$ cat config.mk
export PLATFORM = sky130hd
export DESIGN_NAME = zrle_comp_param_flat
export DESIGN_NICKNAME = d
export VERILOG_FILES = /design/src/rtl/zrle_comp_param_if.sv /design/src/rtl/zrle_comp_param.sv /design/src/flat_wrapper.sv
export SDC_FILE = /design/constraint.sdc
export NUM_CORES = 1
export LEC_CHECK = 0
export CAP_MARGIN = 20
export CORE_ASPECT_RATIO = 1.75
export CORE_UTILIZATION = 45
export CTS_CLUSTER_SIZE = 24
export DETAILED_ROUTE_END_ITERATION = 10
export PLACE_DENSITY = 0.71
export REMOVE_ABC_BUFFERS = 1
export SYNTH_ARGS = -nofsm -noshare
export SYNTH_HDL_FRONTEND = slang
export SYNTH_SLANG_ARGS = --single-unit
export TNS_END_PERCENT = 1
$ cat constraint.sdc
create_clock -name clk -period 2.05 [get_ports clk]
set_clock_uncertainty 0.05 [all_clocks]
set_input_delay 0.205 -clock clk [delete_from_list [all_inputs] [get_ports clk]]
set_output_delay 0.205 -clock clk [all_outputs]
set_load 0.02 [all_outputs]
$ cat src/rtl/zrle_comp_param_if.sv
// Stream bundle for the zero-run-length compressor: input beat, output codeword, error control.
interface zrle_comp_param_if #(
  parameter int unsigned SYM_W = 16,
  parameter int unsigned NSYM  = 4
);
  localparam int unsigned IN_W  = NSYM * SYM_W;
  localparam int unsigned OUT_W = 3 + NSYM + IN_W;
  localparam int unsigned SZ_W  = $clog2(OUT_W + 1);

  logic [IN_W-1:0]  data_i;
  logic             valid_i;
  logic             ready_o;
  logic             sop_i;
  logic             eop_i;
  logic             bypass_i;
  logic             clr_err_i;
  logic [OUT_W-1:0] data_o;
  logic [SZ_W-1:0]  size_o;
  logic             valid_o;
  logic             sop_o;
  logic             eop_o;
  logic             ready_i;
  logic             err_o;

  // Compressor side
  modport slave (
    input  data_i, valid_i, sop_i, eop_i, bypass_i, clr_err_i, ready_i,
    output ready_o, data_o, size_o, valid_o, sop_o, eop_o, err_o
  );

  // Producer/consumer side
  modport master (
    output data_i, valid_i, sop_i, eop_i, bypass_i, clr_err_i, ready_i,
    input  ready_o, data_o, size_o, valid_o, sop_o, eop_o, err_o
  );
endinterface

$ cat src/rtl/zrle_comp_param.sv
// Zero-run-length beat compressor: mask or escape codeword, optional SOP prefix,
// one-cycle registered output with skid-free ready, and packet framing checker.
module zrle_comp_param #(
  parameter int unsigned SYM_W = 16,
  parameter int unsigned NSYM  = 4
) (
  input logic               clk,
  input logic               rst_n,
  zrle_comp_param_if.slave  bus
);
  localparam int unsigned IN_W  = NSYM * SYM_W;
  localparam int unsigned OUT_W = 3 + NSYM + IN_W;
  localparam int unsigned SZ_W  = $clog2(OUT_W + 1);

  localparam logic [0:0] IDLE   = 1'b0;
  localparam logic [0:0] IN_PKT = 1'b1;

  logic [NSYM-1:0]  nz_c;
  logic             escape_c;
  logic [OUT_W-1:0] body_c;
  logic [SZ_W-1:0]  len_c;
  logic [OUT_W-1:0] cw_c;
  logic             accept_c;

  logic [0:0]       state_q, state_d;
  logic             err_q, err_d;
  logic             valid_q, valid_d;
  logic [OUT_W-1:0] data_q, data_d;
  logic [SZ_W-1:0]  size_q, size_d;
  logic             sop_q, sop_d;
  logic             eop_q, eop_d;

  assign bus.ready_o = !valid_q || bus.ready_i;
  assign accept_c    = bus.valid_i && bus.ready_o;

  // Build the codeword LSB-aligned while counting its length, then MSB-align it
  always_comb begin
    nz_c = '0;
    for (int unsigned k = 0; k < NSYM; k++) begin
      nz_c[k] = |bus.data_i[k*SYM_W +: SYM_W];
    end
    escape_c = (&nz_c) || bus.bypass_i;
    body_c   = '0;
    len_c    = '0;
    if (bus.sop_i) begin
      body_c = OUT_W'(2'b01);
      len_c  = SZ_W'(2);
    end
    if (escape_c) begin
      body_c = (body_c << (1 + IN_W)) | OUT_W'({1'b1, bus.data_i});
      len_c  = len_c + SZ_W'(1 + IN_W);
    end else begin
      body_c = (body_c << (1 + NSYM)) | OUT_W'({1'b0, nz_c});
      len_c  = len_c + SZ_W'(1 + NSYM);
      for (int unsigned j = 0; j < NSYM; j++) begin
        if (nz_c[NSYM-1-j]) begin
          body_c = (body_c << SYM_W) | OUT_W'(bus.data_i[(NSYM-1-j)*SYM_W +: SYM_W]);
          len_c  = len_c + SZ_W'(SYM_W);
        end
      end
    end
    cw_c = body_c << (SZ_W'(OUT_W) - len_c);
  end

  // Next-state: output register load/drain, framing FSM, sticky error
  always_comb begin
    state_d = state_q;
    err_d   = err_q;
    valid_d = valid_q;
    data_d  = data_q;
    size_d  = size_q;
    sop_d   = sop_q;
    eop_d   = eop_q;
    if (bus.clr_err_i) begin
      err_d = 1'b0;
    end
    if (accept_c) begin
      valid_d = 1'b1;
      data_d  = cw_c;
      size_d  = len_c;
      sop_d   = bus.sop_i;
      eop_d   = bus.eop_i;
      case (state_q)
        IDLE: begin
          if (bus.sop_i) begin
            state_d = bus.eop_i ? IDLE : IN_PKT;
          end else begin
            err_d = 1'b1;
          end
        end
        default: begin
          if (bus.sop_i) begin
            err_d   = 1'b1;
            state_d = bus.eop_i ? IDLE : IN_PKT;
          end else if (bus.eop_i) begin
            state_d = IDLE;
          end
        end
      endcase
    end else if (bus.ready_i) begin
      valid_d = 1'b0;
    end
  end

  // State and output registers
  always_ff @(posedge clk or negedge rst_n) begin
    if (!rst_n) begin
      state_q <= IDLE;
      err_q   <= 1'b0;
      valid_q <= 1'b0;
      data_q  <= '0;
      size_q  <= '0;
      sop_q   <= 1'b0;
      eop_q   <= 1'b0;
    end else begin
      state_q <= state_d;
      err_q   <= err_d;
      valid_q <= valid_d;
      data_q  <= data_d;
      size_q  <= size_d;
      sop_q   <= sop_d;
      eop_q   <= eop_d;
    end
  end

  assign bus.data_o  = data_q;
  assign bus.size_o  = size_q;
  assign bus.valid_o = valid_q;
  assign bus.sop_o   = sop_q;
  assign bus.eop_o   = eop_q;
  assign bus.err_o   = err_q;
endmodule
$ cat src/flat_wrapper.sv
// flat-port wrapper written by rule: the top's interface ports become plain ports
module zrle_comp_param_flat 
#(
  parameter int unsigned SYM_W = 16,
  parameter int unsigned NSYM  = 4
)
  (clk, rst_n, bus_data_i, bus_valid_i, bus_sop_i, bus_eop_i, bus_bypass_i, bus_clr_err_i, bus_ready_i, bus_ready_o, bus_data_o, bus_size_o, bus_valid_o, bus_sop_o, bus_eop_o, bus_err_o);
  zrle_comp_param_if #(.SYM_W(SYM_W), .NSYM(NSYM)) bus_i ();
  input logic clk;
  input logic rst_n;
  input wire logic [$bits(bus_i.data_i)-1:0] bus_data_i;
  input wire logic [$bits(bus_i.valid_i)-1:0] bus_valid_i;
  input wire logic [$bits(bus_i.sop_i)-1:0] bus_sop_i;
  input wire logic [$bits(bus_i.eop_i)-1:0] bus_eop_i;
  input wire logic [$bits(bus_i.bypass_i)-1:0] bus_bypass_i;
  input wire logic [$bits(bus_i.clr_err_i)-1:0] bus_clr_err_i;
  input wire logic [$bits(bus_i.ready_i)-1:0] bus_ready_i;
  output wire logic [$bits(bus_i.ready_o)-1:0] bus_ready_o;
  output wire logic [$bits(bus_i.data_o)-1:0] bus_data_o;
  output wire logic [$bits(bus_i.size_o)-1:0] bus_size_o;
  output wire logic [$bits(bus_i.valid_o)-1:0] bus_valid_o;
  output wire logic [$bits(bus_i.sop_o)-1:0] bus_sop_o;
  output wire logic [$bits(bus_i.eop_o)-1:0] bus_eop_o;
  output wire logic [$bits(bus_i.err_o)-1:0] bus_err_o;
  assign bus_i.data_i = bus_data_i;
  assign bus_i.valid_i = bus_valid_i;
  assign bus_i.sop_i = bus_sop_i;
  assign bus_i.eop_i = bus_eop_i;
  assign bus_i.bypass_i = bus_bypass_i;
  assign bus_i.clr_err_i = bus_clr_err_i;
  assign bus_i.ready_i = bus_ready_i;
  assign bus_ready_o = bus_i.ready_o;
  assign bus_data_o = bus_i.data_o;
  assign bus_size_o = bus_i.size_o;
  assign bus_valid_o = bus_i.valid_o;
  assign bus_sop_o = bus_i.sop_o;
  assign bus_eop_o = bus_i.eop_o;
  assign bus_err_o = bus_i.err_o;
  zrle_comp_param #(.SYM_W(SYM_W), .NSYM(NSYM)) u_core (.clk(clk), .rst_n(rst_n), .bus(bus_i));
endmodule
==> metrics, run 1 <==
vias in the first global route=10816; EDFF count, synth=0; minimum clock period=3260 ps; Row Count=63; CP Capture Type=flop; Max VDD drop=0.000413 V; drt first-iter violations=1687; register area share after synthesis=25.7%; Clock Latency Late Sink=350 ps; routed vias/inst=6.86; clock root cell=clkbuf_16; largest area contributor in the netlist=dfrtp_1; total grt overflow=0; Pleak=5.61 nW; Synth warnings=0; fillcell total=1307; first-pass GRT wire length=64100 um; vias post-DR=11231; pin count of the biggest net entering global routing=64; initial antenna violation count=0; Vert. Die Dim=177 um; number of H-tree levels=3; crit start category=input pin; Most used DFF post-synth=dfrtp_1; cell area after synthesis=7880 um^2; power density cells=456 nW/um^2; Worst EP arrival=3430 ps; Core Area=17000 um^2; GP Congestion=1.11; Die Wd=102 um; n_diodes=0; ratio of cells with drive above 1 in the final layout=37.1%; I/O pin total=155; Max Cap Violations=0; placed cell areas=11900 um^2; commonest non-fill, non-tap cell in the layout=buf_4; most frequent cells in the layout=buf_4, clkdlybuf4s50_1, nand2_1; hpwl dp=33600 um; Clock Path Buffers=2; RSZ-0062 raised after global routing=yes; Final Max Slew Viols=0; Syn Inst Count=987; worst hold path class=input pin to asynchronous set/reset pin; Pwr Total=5.93 mW; Pre-antenna DRT Iters=8; post-synth top area share=25.7%; Area Overhead vs Synth=65.2%; CTS tree=done; fin area=13000 um^2; Yosys cell types=92; PortBufs=153; Worst Setup Slack, final=-1210 ps; status=finished with violations; violated checks=setup timing; fmax=307 MHz; Routed WL=43600 um; critical path fanouts, max=8; CTS buffer count=9; crit share post-route=159%; Post-layout nets=1483; Hold Fails Final Rpt=0; Required @ worst endpoint=2230 ps; synth top area cells=dfrtp_1, nand2_1, o21ai_0; # setup viols final=75; Die Area=18100 um^2; Place WS=-2480 ps; clock transition at the registers of the reported paths=70 ps; total track usage=48.2%; Rel. slew slack=57.0%; setup TNS=-74970 ps; Antenna Nets Post-Route=0; #FFs+latches synth=81; Async SR Flop Fraction=100%; Slew @ Worst Pin=640 ps; Starting Density=46.3%; Mapped Avg Cell Area=7.98 um^2; WL/cell=26.6 um; clock sink count=81; critical path class=input pin to flop; DRC=0
worst max-delay path: stages:
cell	delay, ps
dlygate4sd2_1	420
nor4_2	60
nand4_1	110
buf_6	140
ha_1	190
inv_2	70
buf_4	140
a41o_4	270
buf_4	140
o21ai_4	350
buf_4	260
nor2_4	70
buf_6	150
buf_4	160
a32o_2	290
o21ai_1	280
a32oi_1	100
cell usage after synthesis, types with 5 or more instances:
| cell | instances |
|---|---|
| ha_1 | 5 |
| o221a_2 | 6 |
| o31ai_1 | 13 |
| and2_1 | 15 |
| a221o_1 | 23 |
| a31oi_1 | 9 |
| o21ai_1 | 19 |
| a32oi_1 | 8 |
| nor2_1 | 65 |
| o21a_1 | 8 |
| o22ai_1 | 12 |
| inv_1 | 19 |
| a22o_1 | 14 |
| buf_2 | 32 |
| nor4_1 | 11 |
| a21o_1 | 21 |
| a221oi_1 | 20 |
| mux2i_1 | 24 |
| o21ai_0 | 62 |
| nor4_2 | 5 |
| dfrtp_1 | 81 |
| a22oi_1 | 27 |
| nand2_1 | 100 |
| a21oi_1 | 49 |
| buf_4 | 8 |
| buf_1 | 12 |
| nand3_1 | 25 |
| nor3_1 | 19 |
| mux2_2 | 5 |
| o21bai_1 | 7 |
| a211o_1 | 15 |
| a211oi_1 | 19 |
| o221ai_1 | 21 |
| nand4_1 | 11 |
| o211ai_1 | 31 |
| o2111ai_1 | 10 |
| nand2b_1 | 5 |
| clkbuf_1 | 45 |
cell type report:
type	instances	area [um^2]	area share [%]
multi-input cells	782	5880	45.1
repair buffers	509	4450	34.2
flip-flops and latches	81	2030	15.6
well taps	227	284	2.18
clock buffers	10	239	1.84
inverters	23	96.3	0.740
clock inverters	6	48.8	0.375
path summary, 6_finish.rpt:
kind | from | end | slack [ps] | cells after the start
min reg2reg | u_core.bus.data_o[13]$_DFFE_PN0P_ | u_core.bus.data_o[13]$_DFFE_PN0P_ | 430 | 2
max reg2reg | u_core.bus.valid_o$_DFFE_PN0P_ | u_core.bus.data_o[44]$_DFFE_PN0P_ | 220 | 7
max | bus_data_i[57] | u_core.bus.data_o[40]$_DFFE_PN0P_ | -1210 | 17
max in group asynchronous | rst_n | u_core.bus.data_o[53]$_DFFE_PN0P_ | 1070 | 3
min in group clk | bus_eop_i | u_core.bus.eop_o$_DFFE_PN0P_ | 380 | 3
min | rst_n | u_core.bus.size_o[5]$_DFFE_PN0P_ | 300 | 2
timing repair:
| item | in CTS | in global routing |
|---|---|---|
| hold endpoints to repair | 32 | 0 |
| pin swaps | 43 | 27 |
| hold buffers | 1 | 0 |
| buffers inserted | 8 | 7 |
| setup endpoints to repair | 75 | 75 |
| resized for setup | 217 | 66 |
logic make-up after synthesis:
group | Yosys count | synth area share (%)
XOR/XNOR | 7 | 0.969
AO/OA/AOI/OAI | 449 | 42.6
adder cells (fa/ha/maj) | 5 | 0.794
multiplexers | 29 | 3.76
flip-flops | 81 | 25.7
other | 1 | 0.0476
buffers and inverters | 124 | 7.19
AND/OR/NAND/NOR | 291 | 18.9
power by group:
part           switching (mW)  internal (mW)  leakage [nW]
clock                   0.737          0.865         0.132
combinational            1.27           1.11          4.48
sequential              0.142           1.80          1.00
flip-flops by register name, summed over array words and instances (netlist names):
register            cells
u_core.state_q          1
u_core.bus.valid_o      1
u_core.bus.err_o        1
u_core.bus.eop_o        1
u_core.bus.size_o       6
u_core.bus.data_o      71
metal layers:
metal,up-vias,track usage [%],wire [um]
li1,4748,-,-
met1,5256,57.2,15100
met2,924,73.4,19400
met3,303,11.1,4810
met4,0,38.6,4300
met5,-,0,0
metrics by stage:
| stage | instances | hold WS, ps | utilization (%) |
|---|---|---|---|
| 2_1_floorplan | 886 | -141 | - |
| 3_3_place_gp | 1607 | 138 | 69.9 |
| 3_5_place_dp | 1607 | 151 | 69.9 |
| 4_1_cts | 1631 | 318 | 74.5 |
| 5_1_grt | 1638 | 348 | 76.4 |
| 6_report | 1638 | 300 | 76.4 |
No activity file was read; power rests on OpenSTA's default activity.
==> inputs of run 2 (changes only) <==
--- a/config.mk
+++ b/config.mk
@@ -7,10 +7,9 @@
 export LEC_CHECK = 0
 export CAP_MARGIN = 20
 export CORE_ASPECT_RATIO = 1.75
-export CORE_UTILIZATION = 45
+export CORE_UTILIZATION = 31
 export CTS_CLUSTER_SIZE = 24
 export DETAILED_ROUTE_END_ITERATION = 10
-export PLACE_DENSITY = 0.71
 export REMOVE_ABC_BUFFERS = 1
 export SYNTH_ARGS = -nofsm -noshare
 export SYNTH_HDL_FRONTEND = slang
==> run 2 against run 1 <==
  * The run still ends with setup timing left
  * Cell area grew 1.8%
  * Core utilization shrank 23 points
  * Flip-flop and latch count is the same
  * Total power grew 1.8%
  * Worst hold slack lost 4.6 ps
  * Sequential share of layout area shrank 0.28 points
  * Non-clock buffer count grew 15
  * Die area grew 44%
  * Sequential power is essentially flat
  * Largest power group unchanged
==> metrics, run 2 (same netlist as run 1, synthesis figures left out) <==
Post-layout nets=1498 (+1.0%); PortBufs=153 (unchanged); Rel. slew slack=65.3% (+8.2 points); Util after Layout=53.4% (-23 points); Die Area=26100 um^2 (+44%); fin area=13300 um^2 (+1.8%); worst hold path class=input pin to asynchronous set/reset pin; I/O pin total=155 (unchanged); CP Capture Type=flop; most frequent cells in the layout=buf_4, nand2_1, clkdlybuf4s50_1; ratio of cells with drive above 1 in the final layout=38.9% (+1.8 points); Core Area=24800 um^2 (+46%); hold slack=296 ps (-4.55 ps); hpwl dp=37000 um (+10%); crit share post-route=151% (-8.0 points); clock sink count=81 (unchanged); setup slack, reg-to-reg=270 ps (+50 ps); Clock Path Buffers=2 (unchanged); Pre-antenna DRT Iters=5 (-3); number of H-tree levels=3 (unchanged); Clock Latency Late Sink=360 ps (about the same); status=finished with violations; Max Cap Violations=0 (unchanged); initial antenna violation count=0 (unchanged); Pleak=5.78 nW (+3.0%); critical path class=input pin to flop; Reg-to-Reg End=u_core.bus.data_o[50]$_DFFE_PN0P_; non-filler cells in the finished layout=1738 (+6.1%); Hold Fails Final Rpt=0 (unchanged); Place WS=-2280 ps (+196 ps); minimum clock period=3090 ps (-163 ps); Worst R2R Path Depth=8 (+1); critical path fanouts, max=4 (-4); Slew @ Worst Pin=507 ps (-133 ps); R2R Path Start=u_core.bus.valid_o$_DFFE_PN0P_; Worst setup endpoint=u_core.bus.data_o[65]$_DFFE_PN0P_; CTS buffer count=9 (unchanged); Antenna Nets Post-Route=0 (unchanged); violated checks=setup timing; clock transition at the registers of the reported paths=60 ps (about the same); RSZ-0062 raised after global routing=yes; DRC=0 (unchanged); fmax=323 MHz (+5.3%); placed insts=1702 (+5.9%); Required @ worst endpoint=2270 ps (+40 ps); total grt overflow=0 (unchanged); vias post-DR=10798 (-3.9%); Area Overhead vs Synth=68.3%; # setup viols final=75 (unchanged); Final Max Slew Viols=0 (unchanged); Vert. Die Dim=213 um (+20%); Worst EP arrival=3320 ps (-110 ps); Routed WL=46400 um (+6.5%); WL/cell=26.7 um (+0.33%); commonest non-fill, non-tap cell in the layout=buf_4; vias in the first global route=10540 (-2.6%); clock root cell=clkbuf_16; max reg flops=71 (unchanged); placed cell areas=12100 um^2 (+1.8%); Row Count=76 (+21%); Max VDD drop=0.000407 V (-1.4%); power density cells=455 nW/um^2 (about the same); total track usage=35.9% (-12 points); Die Wd=123 um (+20%); n_diodes=0 (unchanged); drt first-iter violations=985 (-42%); crit start category=input pin; first-pass GRT wire length=68000 um (+6.2%); Starting Density=31.7% (-15 points); GP Congestion=1.00 (-9.5%); CTS tree=done; Worst Setup Slack, final=-1040 ps (+163 ps); fillcell total=2400 (+84%); routed vias/inst=6.21 (-9.4%); crit path from=bus_data_i[50]; pin count of the biggest net entering global routing=71 (+11%)
-- run 2: cell types whose count changed in the layout (fill, tap and decap cells not counted), sizes merged --
cell,previous run,this run
buf,366,398
dlymetal6s2s,2,11
clkdlybuf4s15,19,7
clkdlybuf4s50,102,91
clkbuf,13,12
inv,23,22
bufinv,0,1
clkinv,2,0
-- run 2: power by group --
| part | switching, mW | internal (mW) |
|---|---|---|
| Sequential | 0.151 | 1.80 |
| Combinational | 1.27 | 1.12 |
| Clock | 0.709 | 0.978 |
| Total | 2.13 | 3.90 |
-- run 2: repair_timing --
item / 4_1_cts / 5_1_grt
hold buffers: 1 / 0
endpoints found under the hold margin: 30 / 0
pin swaps: 42 / 33
resized for setup: 268 / 72
setup endpoints to repair: 75 / 75
setup buffers: 10 / 9
-- run 2: cell type report --
class	count	area, um^2	share of cell area [%]
multi-input combinational	782	5890	44.4
sequential	81	2030	15.3
clock buffer	12	246	1.86
tap	312	390	2.95
inverter	23	97.6	0.736
clock inverter	4	52.6	0.396
timing repair buffer	524	4550	34.3
-- run 2: worst min path at each step --
| stage | start | endpoint | cells after the start |
|---|---|---|---|
| after global placement | rst_n | u_core.bus.size_o[6]$_DFFE_PN0P_ | 1 |
| final | rst_n | u_core.bus.size_o[6]$_DFFE_PN0P_ | 2 |
| after detailed placement | rst_n | u_core.bus.size_o[6]$_DFFE_PN0P_ | 1 |
| after floorplan | rst_n | u_core.bus.data_o[0]$_DFFE_PN0P_ | 0 |
| after global routing | rst_n | u_core.bus.size_o[6]$_DFFE_PN0P_ | 2 |
| after CTS | rst_n | u_core.bus.size_o[6]$_DFFE_PN0P_ | 2 |
-- run 2: stage by stage --
step	setup TNS (ps)	total power [mW]
2_1_floorplan	-255580	2.83
3_3_place_gp	-143700	4.26
3_5_place_dp	-148770	4.27
4_1_cts	-64120	5.99
5_1_grt	-70720	6.25
6_report	-64900	6.03
-- run 2: worst max-delay path: stages --
cell and delay (ps):
buf_6 90, nor4_2 250, buf_4 160, nand4_1 130, buf_6 170, ha_4 160
and2_4 130, o21bai_4 180, ha_4 210, a22oi_2 230, ha_4 180, inv_2 40
o32a_1 370, nand2_2 170, buf_6 130, nand2_2 130, o221a_1 280, o211ai_1 100
-- run 2: routing by layer --
| layer | vias to the layer above | global-route usage [%] | routed length (um) |
|---|---|---|---|
| met5 | - | 0 | 0 |
| met2 | 584 | 58.6 | 22000 |
| li1 | 4778 | - | - |
| met4 | 0 | 23.3 | 3320 |
| met1 | 5294 | 44.5 | 18300 |
| met3 | 142 | 3.66 | 2850 |
==> inputs of run 3 (changes only) <==
--- a/config.mk
+++ b/config.mk
@@ -6,10 +6,13 @@
 export NUM_CORES = 1
 export LEC_CHECK = 0
 export CAP_MARGIN = 20
+export CELL_PAD_IN_SITES_DETAIL_PLACEMENT = 0
+export CELL_PAD_IN_SITES_GLOBAL_PLACEMENT = 1
 export CORE_ASPECT_RATIO = 1.75
 export CORE_UTILIZATION = 31
 export CTS_CLUSTER_SIZE = 24
 export DETAILED_ROUTE_END_ITERATION = 10
+export PLACE_DENSITY_LB_ADDON = 0.1
 export REMOVE_ABC_BUFFERS = 1
 export SYNTH_ARGS = -nofsm -noshare
 export SYNTH_HDL_FRONTEND = slang
==> run 3 against run 2 <==
  * The flow still finishes with violations (setup timing)
  * Setup slack worse by 7.3 ps
  * Flip-flop and latch count unchanged
  * Sequential power about the same
  * Clock-buffer cell count down 2
  * Critical path depth down 1
  * Largest cell class unchanged
  * Combinational power up 2%
  * Maximum frequency down 0.24%
  * Register-to-register slack about the same
  * Clock power about the same
==> metrics, run 3 (same netlist as run 1, synthesis figures left out) <==
Worst setup endpoint=u_core.bus.data_o[54]$_DFFE_PN0P_; critical path fanouts, max=5 (+1); total grt overflow=0 (unchanged); Hold Fails Final Rpt=0 (unchanged); vias post-DR=10608 (-1.8%); critical path class=input pin to flop; Starting Density=31.7% (unchanged); CTS buffer count=9 (unchanged); Top delay family on crit path=compound AO/OA/AOI/OAI gates; Slew @ Worst Pin=638 ps (+131 ps); Cell Chain, Critical Path=buf_4, nor4_2, and4_4, inv_6, ha_4, and2_4, o21bai_4, ha_4, a22oi_2, ha_4, inv_2, o32a_1, and3_4, buf_6, o21ai_2, a221oi_2, a221o_1; clock root cell=clkbuf_16; Die Wd=123 um (unchanged); GP Congestion=0.977 (-2.3%); Vert. Die Dim=213 um (unchanged); Max Cap Violations=0 (unchanged); Core Area=24800 um^2 (unchanged); critical path's slowest cell=o32a_1; drt first-iter violations=858 (-13%); Row Count=76 (unchanged); minimum clock period=3100 ps (+7.33 ps); CTS tree=done; Area Overhead vs Synth=73.1%; Max VDD drop=0.000384 V (-5.6%); Pwr Total=6.02 mW (-0.15%); setup slack, reg-to-reg=280 ps (about the same); Worst EP arrival=3300 ps (-20 ps); Reg-to-Reg End=u_core.bus.data_o[67]$_DFFE_PN0P_; pin count of the biggest net entering global routing=37 (-48%); ratio of cells with drive above 1 in the final layout=41.0% (+2.1 points); clock transition at the registers of the reported paths=60 ps (about the same); Worst R2R Path Depth=7 (-1); critical path depth in cells=17 (-1); Clock Path Buffers=2 (unchanged); Final Max Slew Viols=0 (unchanged); n_diodes=0 (unchanged); Antenna Nets Post-Route=0 (unchanged); hpwl dp=37500 um (+1.2%); Post-layout nets=1507 (+0.60%); Pre-antenna DRT Iters=5 (unchanged); I/O pin total=155 (unchanged); PortBufs=153 (unchanged); worst hold path class=input pin to asynchronous set/reset pin; Die Area=26100 um^2 (unchanged); RSZ-0062 raised after global routing=yes; routed vias/inst=6.08 (-2.2%); Rel. slew slack=57.2% (-8.1 points); crit path from=bus_data_i[44]; WL/cell=26.8 um (+0.24%); first-pass GRT wire length=68100 um (about the same); status=finished with violations; Required @ worst endpoint=2250 ps (-20 ps); max reg flops=71 (unchanged); commonest non-fill, non-tap cell in the layout=buf_4; Routed WL=46700 um (+0.70%); most frequent cells in the layout=buf_4, clkdlybuf4s50_1, nand2_1; fin area=13600 um^2 (+2.9%); CP Capture Type=flop; worst path bufs/invs=4 (-1); R2R Path Start=u_core.bus.valid_o$_DFFE_PN0P_; DRC=0 (unchanged); # setup viols final=74 (-1.3%); total track usage=36.3% (+0.38 points); Worst Setup Slack, final=-1050 ps (-7.33 ps); clock sink count=81 (unchanged); violated checks=setup timing; power density cells=442 nW/um^2 (-2.9%); crit start category=input pin; fmax=322 MHz (-0.24%); Clock Latency Late Sink=360 ps (about the same); fillcell total=2355 (-1.9%); initial antenna violation count=0 (unchanged); placed cell areas=12300 um^2 (+1.2%); CP max stage delay=370 ps (about the same); number of H-tree levels=3 (unchanged); Pleak=5.83 nW (+0.80%); vias in the first global route=10483 (-0.54%); cell mode on critical path=ha_4; crit share post-route=151% (+0.36 points)
## run 3: worst min-delay path by stage
stage	end	slack (ps)	depth (start not counted)
after floorplan	u_core.bus.data_o[0]$_DFFE_PN0P_	-140	0
after global placement	u_core.bus.data_o[12]$_DFFE_PN0P_	140	1
after detailed placement	u_core.bus.data_o[12]$_DFFE_PN0P_	140	1
after CTS	u_core.bus.data_o[12]$_DFFE_PN0P_	290	2
after global routing	u_core.bus.data_o[12]$_DFFE_PN0P_	340	2
final	u_core.bus.data_o[12]$_DFFE_PN0P_	280	2
## run 3: what timing repair did
item,4_1_cts,5_1_grt
endpoints found under the setup margin,75,75
pin swaps,49,36
setup buffers,12,8
resized for setup,306,82
endpoints found under the hold margin,31,0
hold buffers,1,0
## run 3: metal layers
| layer | part of all wire [%] | vias to the layer above | track usage (%) |
|---|---|---|---|
| met4 | 6.1 | 0 | 19.8 |
| met3 | 5.3 | 120 | 4.91 |
| met1 | 41 | 5213 | 45.1 |
| met5 | 0 | - | 0 |
| li1 | - | 4802 | - |
| met2 | 48 | 473 | 59.8 |
## run 3: report_power, final
group          internal, mW  total [mW]  switching [mW]
Combinational          1.15        2.44            1.28
Sequential             1.80        1.93           0.124
Clock                 0.937        1.66           0.724
## run 3: cell type report
class	instances	area (um^2)	share of cell area [%]
inverter	23	101	0.743
tap	312	390	2.86
multi-input combinational	782	6090	44.6
sequential	81	2030	14.9
clock inverter	5	57.6	0.422
timing repair buffer	533	4740	34.8
clock buffer	10	229	1.68
## run 3: through the flow
stage               util (%)  std cells  hold slack, ps  setup slack (ps)  TNS, ps
finish                  54.9       1746             281             -1050   -65660
global placement        49.4       1711             143             -2350  -159780
floorplan                  -        886            -141             -3880  -255580
CTS                     53.1       1738             287              -995   -62940
global route            54.9       1746             337             -1150   -73180
detailed placement      49.4       1711             144             -2440  -163070
